[src/rtl/l74x194.sv]
// Universal bidirectional shift register (74x194 function): hold, shift right,
// shift left, parallel load, async clear, plus registered one-hot end flags.
module l74x194 #(
    parameter int unsigned       WIDTH       = 4,
    parameter logic [WIDTH-1:0]  RESET_VALUE = '0
) (
    input  logic             i_clk,
    input  logic             i_rst_n,
    input  logic             i_ce,
    input  logic [1:0]       i_s,
    input  logic             i_dsr,
    input  logic             i_dsl,
    input  logic [WIDTH-1:0] i_d,
    output logic [WIDTH-1:0] o_q,
    output logic             o_first,
    output logic             o_last
);

    typedef enum logic [1:0] {
        MODE_HOLD  = 2'b00,
        MODE_SHR   = 2'b01,
        MODE_SHL   = 2'b10,
        MODE_LOAD  = 2'b11
    } mode_e;

    localparam logic [WIDTH-1:0] ONE_FIRST   = WIDTH'(1);
    localparam logic [WIDTH-1:0] ONE_LAST    = ONE_FIRST << (WIDTH - 1);
    localparam logic             RST_FIRST   = (RESET_VALUE == ONE_FIRST);
    localparam logic             RST_LAST    = (RESET_VALUE == ONE_LAST);

    generate
        if (WIDTH < 2 || WIDTH > 16) begin : g_bad_width
            $error("l74x194: WIDTH must be in 2..16");
        end
    endgenerate

    logic [WIDTH-1:0] r_q;
    logic             r_first;
    logic             r_last;

    logic [WIDTH-1:0] w_q_next;
    logic             w_first_next;
    logic             w_last_next;
    mode_e            w_mode;

    // Next-state selection; flags derive from the next value so they track o_q exactly.
    always_comb begin
        w_q_next = r_q;
        w_mode   = mode_e'(i_s);
        if (i_ce) begin
            case (w_mode)
                MODE_HOLD: w_q_next = r_q;
                MODE_SHR:  w_q_next = {r_q[WIDTH-2:0], i_dsr};
                MODE_SHL:  w_q_next = {i_dsl, r_q[WIDTH-1:1]};
                MODE_LOAD: w_q_next = i_d;
                default:   w_q_next = r_q;
            endcase
        end
        w_first_next = (w_q_next == ONE_FIRST);
        w_last_next  = (w_q_next == ONE_LAST);
    end

    // Clear is asynchronous and wins over any edge in progress.
    always_ff @(posedge i_clk or negedge i_rst_n) begin
        if (!i_rst_n) begin
            r_q     <= RESET_VALUE;
            r_first <= RST_FIRST;
            r_last  <= RST_LAST;
        end else begin
            r_q     <= w_q_next;
            r_first <= w_first_next;
            r_last  <= w_last_next;
        end
    end

    assign o_q     = r_q;
    assign o_first = r_first;
    assign o_last  = r_last;

endmodule

[config.mk]
export PLATFORM = sky130hd
export DESIGN_NAME = l74x194
export DESIGN_NICKNAME = d
export VERILOG_FILES = /design/src/rtl/l74x194.sv
export SDC_FILE = /design/constraint.sdc
export NUM_CORES = 1
export LEC_CHECK = 0
export ABC_AREA = 1
export CAP_MARGIN = 15
export CORE_MARGIN = 1
export CORE_UTILIZATION = 29
export DETAILED_ROUTE_END_ITERATION = 10
export PLACE_DENSITY = 0.64
export SETUP_SLACK_MARGIN = 0.15
export SLEW_MARGIN = 30
export SYNTH_ARGS = -nofsm -noshare
export SYNTH_HDL_FRONTEND = slang
export SYNTH_SLANG_ARGS = --single-unit
[constraint.sdc]
create_clock -name i_clk -period 0.96 [get_ports i_clk]
set_clock_uncertainty 0.15 [all_clocks]
set_input_delay 0.144 -clock i_clk [delete_from_list [all_inputs] [get_ports i_clk]]
set_output_delay 0.144 -clock i_clk [all_outputs]
set_load 0.02 [all_outputs]
# Word level (Yosys, flattened, before mapping)
# Cells that the tools add are included.
[totals]
romBits = 0
n_memories = 0
latchBits = 0
mem_bits_rw = 0
output_inout_bits = 6
ff_bits = 6
[classes]
n_mul = 0
shift = 0
addsub = 0
bitwise = 0
reduce_logical = 1
div = 0
eq_ne = 5
mux = 2
order_cmp = 0
[ops]
columns = ["operator", "n"]
rows = [
  ["one-hot mux 4 bit (4 select lines)", 1],
  ["== test 2 bit, second input constant", 2],
  ["== test 4 x 1 -> 1 bit, second input constant", 1],
  ["== test 4 bit, second input constant", 1],
  ["2-to-1 mux 4 bit", 1],
  ["== test 2 x 1 -> 1 bit, second input constant", 1],
  ["zero test 2 bit", 1],
]

# Longest topological paths before layout
[logic_depth]
ltp_word = 4
mapped_depth = 9

# Worst setup path before layout
# No wires, ideal clock.
[synth_timing]
kind = "flip-flop to flip-flop"
startpoint = "register r_q[1], in the netlist o_q[1]"
endpoint = "register r_first, in the netlist o_first"
period_less_slack_ns = 1.133
setup_slack_ns = -0.173
t_arrival_ns = 0.912
stages_incl_launch_ff = 5
setup_time_ns = 0.071
path_cell_list = "dfrtp_1 or2_1 nand2_1 nand2_1 nor2_1"
[synth_via]
elab_chain_len = 3
[synth_rtl]
columns = ["item", "line_no", "source"]
rows = [
  ["start: declaration", "37", "logic [WIDTH-1:0] r_q;"],
  ["start signal: assignment", "70", "r_q <= w_q_next;"],
  ["one-hot mux 4 bit (4 select lines)", "51", "case (w_mode)"],
  ["2-to-1 mux 4 bit (*)", "50", "if (i_ce) begin"],
  ["== test 4 x 1 -> 1 bit (*)", "59", "w_first_next = (w_q_next == ONE_FIRST);"],
  ["net w_first_next", "42", "logic w_first_next;"],
  ["end signal: assignment", "71", "r_first <= w_first_next;"],
  ["end: declaration", "38", "logic r_first;"],
]
# The timed path passes the listed nets; every way through them passes the cells marked *.

# Worst setup path in the final report
[layout_timing]
startpoint = "input i_s[0]"
endpoint = "register r_last, in the netlist o_last"
[layout_via]
elab_chain_len = 4
elab_cells_between_ends = 7
cone_classes = "4 x eq/ne; 2 x mux; 1 x reduce/logical"
[layout_rtl]
columns = ["item", "line_no", "source"]
rows = [
  ["start: declaration", "10", "input logic [1:0] i_s,"],
  ["== test 2 bit, or another cell as far along", "51", ""],
  ["one-hot mux 4 bit (4 select lines) (*)", "51", ""],
  ["2-to-1 mux 4 bit (*)", "50", ""],
  ["net w_q_next[3]", "41", "logic [WIDTH-1:0] w_q_next;"],
  ["== test 4 bit (*)", "60", "w_last_next = (w_q_next == ONE_LAST);"],
  ["net w_last_next", "43", "logic w_last_next;"],
  ["end signal: assignment", "72", "r_last <= w_last_next;"],
  ["end: declaration", "39", "logic r_last;"],
]
# Marks and branches as above.

==> out/qor.yml <==
status:
  status: "finished, violations left"
  violations: "hold timing, setup timing"
logic_synthesis:
  synth_cells: 62
  netlist.area_leader.share_pct: 36.92
  ys.flop_type: "dfrtp_1"
  yosysTopAreaCell: "dfrtp_1"
  ys_seq_area_share_pct: 36.92
  synthesis.nets: 73
  async_flop_share_pct: 100.0
  synth.avg_cell_area_sq_um: 6.559
  synth-edff-count: 0
  yosys_warnings: 0
  synthTopCellsByArea: "dfrtp_1 37%, nand2_1 13%, nand3_1 12%, nor2_1 11%, inv_1 10%"
  yosysMostFrequentCell: "nand2_1"
  ys_types: 10
  ys_ff_latch: 6
  syn_area_sq_um: 406.6
  synth.top_cells.by_count: "14 x nand2_1, 12 x nor2_1, 11 x inv_1, 10 x nand3_1, 6 x dfrtp_1"
hold_path:
  hp-class: "primary input to async pin"
routing:
  totalWireLength_um: 1204
  drt-initial-drc-count: 5
  num_vias: 477
  vias_per_cell: 4.458
  wl_per_cell_um: 11.25
  ant_nets: 0
  drc_errors: 0
  first_pass_iters: 2
placement:
  pre_cts_slack_ps: -674.2
  dp_hpwl_um: 744
  place.gp.congestion: 0.8023
  place_inst: 98
  port_buffers: 16
timing:
  max-slew-margin-rel_pct: 82.80
  fin_crit_ps: 1253
  setup_ws_ps: -292.7
  rsz0062_at_grt: "yes"
  post-route-period-util_pct: 130.5
  finalHoldViolations: 6
  slew_violations: 0
  fmax_mhz: 798.3
  worst_pin_slew_ps: 257.3
  hold_slack_ps: -33.76
  setup_viol: 12
global_route:
  track_usage_pct: 16.03
  grt_pass1_vias: 455
  grt_max_degree: 9
  antenna_found_initial: 0
  grt_first_pass_wirelength_um: 1669
  overflow: 0
layout:
  drive_above_1_share_pct: 48.91
  num_antenna_cells: 0
  num-nets-final: 104
  fin_util_pct: 58.08
  fin_cells: 107
  fillCellCount: 128
  area_delta_synth_final_pct: 85.85
critical_path:
  endpoint: "o_last"
  worstPathMaxFanout: 8
  arrival_ps: 1280
  crit_start: "i_s[0]"
  critPathLaunchType: "primary input"
  reg2reg_to: "o_last"
  r2r_slack_ps: -280
  reg2reg_depth: 7
  reg2reg_from: "o_q[2]"
  worstPathRequired_ps: 990
  setup.worst_path.class: "primary input to register"
  endpoint_kind: "register"
floorplanning:
  die_area_sq_um: 1556
  initial_utilization_pct: 31.25
  core_area_sq_um: 1301
  dieWidth_um: 39.45
  die_y_um: 39.45
  num_rows: 13
  ios: 17
power:
  irDropWorstVdd_mv: 0.7781
  p_sw_uw: 343.3
  p_int_uw: 670.2
  clockPowerShare_pct: 26.2
  swShare_pct: 33.87
  p_comb_share_pct: 43.1
  power_density_nw_per_um2: 1341
  p_seq_share_pct: 30.8
  p_leak_nw: 0.3762
clocking:
  cts-root-buf: "clkbuf_4"
  clkSlewWorstSetupHoldPaths_ps: 60
  cts_made_buffers: 3
  cts_max_level: 1
  cts.sinks: 6
  clk_latency_ps: 260
  cts_tree: "yes"
  clockBufferDepth: 2
flow_run:
  cap_violations: 0
power groups by stage:
stage / Combinational [mW] / Clock (mW) / Sequential [mW]
global route: 0.466 / 0.282 / 0.314
global placement: 0.350 / 0 / 0.308
CTS: 0.385 / 0.273 / 0.310
detailed placement: 0.352 / 0 / 0.309
finish: 0.436 / 0.265 / 0.312
floorplan: 0.126 / 0 / 0.360
sequential cells by signal (all words and copies together), names as in the netlist:
signal	cells
o_q	4
o_first	1
o_last	1
worst min path at each step:
stage / cells past startpoint / slack (ps) / from / endpoint
after floorplan: 0 / -300 / i_rst_n / o_first
after global placement: 1 / 250 / i_rst_n / o_last
after detailed placement: 1 / 250 / i_rst_n / o_last
after CTS: 1 / -30 / i_rst_n / o_q[3]
after global routing: 1 / -7 / i_rst_n / o_q[2]
final: 1 / -30 / i_rst_n / o_q[2]
timing repair:
action / in CTS / in global routing
setup endpoints to repair: 12 / 12
pin swaps: 10 / 11
gates resized for setup: 44 / 15
hold endpoints to repair: 6 / 3
cloned: 0 / 0
buffers inserted: 4 / 1
cells in the final DEF (no fill, tap or decap), drive strengths merged:
cell	synthesis	routed
buf	2	18
nand3	10	10
or2	2	2
dfrtp	6	6
clkdlybuf4s50	0	7
inv	11	11
nor2	14	14
o21ai	3	3
clkbuf	0	4
dlygate4sd2	0	3
nand2	14	14
layout make-up:
type / count / area (sq um) / area share, %
Clock buffer: 4 / 26.28 / 3.477
Inverter: 11 / 41.29 / 5.464
Multi-Input combinational cell: 43 / 250.2 / 33.11
Sequential cell: 6 / 155.1 / 20.53
Tap cell: 15 / 18.77 / 2.483
Timing Repair Buffer: 28 / 264.0 / 34.93
cells by family after synthesis:
| kind of cell | count (synthesis) | synth area share, % |
|---|---|---|
| AOI/OAI and AO/OA | 3 | 3.691 |
| buffers and inverters | 13 | 15.69 |
| DFF | 6 | 36.92 |
| and+or+nand+nor | 40 | 43.69 |
worst max-delay path: stages:
cell	delay, ps
dlygate4sd2_1	240
buf_6	130
inv_1	140
nand3_1	120
nand2_2	100
nor2_1	50
nor2_1	140
nand2_1	100
nor2_2	120
layer usage:
metal  up-vias  GRT usage, %  routed length, um
li1        245             -                  -
met1       220         18.18                479
met2        10         27.87                666
met3         2         1.705                 42
met4         0         10.34                 15
met5         -             0                  0
metrics by stage:
stage | total power [mW] | setup TNS (ps) | hold slack, ps | area (sq um)
floorplan | 0.4858 | -387.5 | -301.6 | 426.7
global placement | 0.6578 | -4942 | 245.3 | 635.6
detailed placement | 0.6613 | -5031 | 249.2 | 635.6
CTS | 0.9684 | -2214 | -29.96 | 710.7
global route | 1.062 | -2469 | -6.703 | 755.7
finish | 1.014 | -2117 | -33.76 | 755.7
Note: power is estimated with default switching activity, not from simulation.
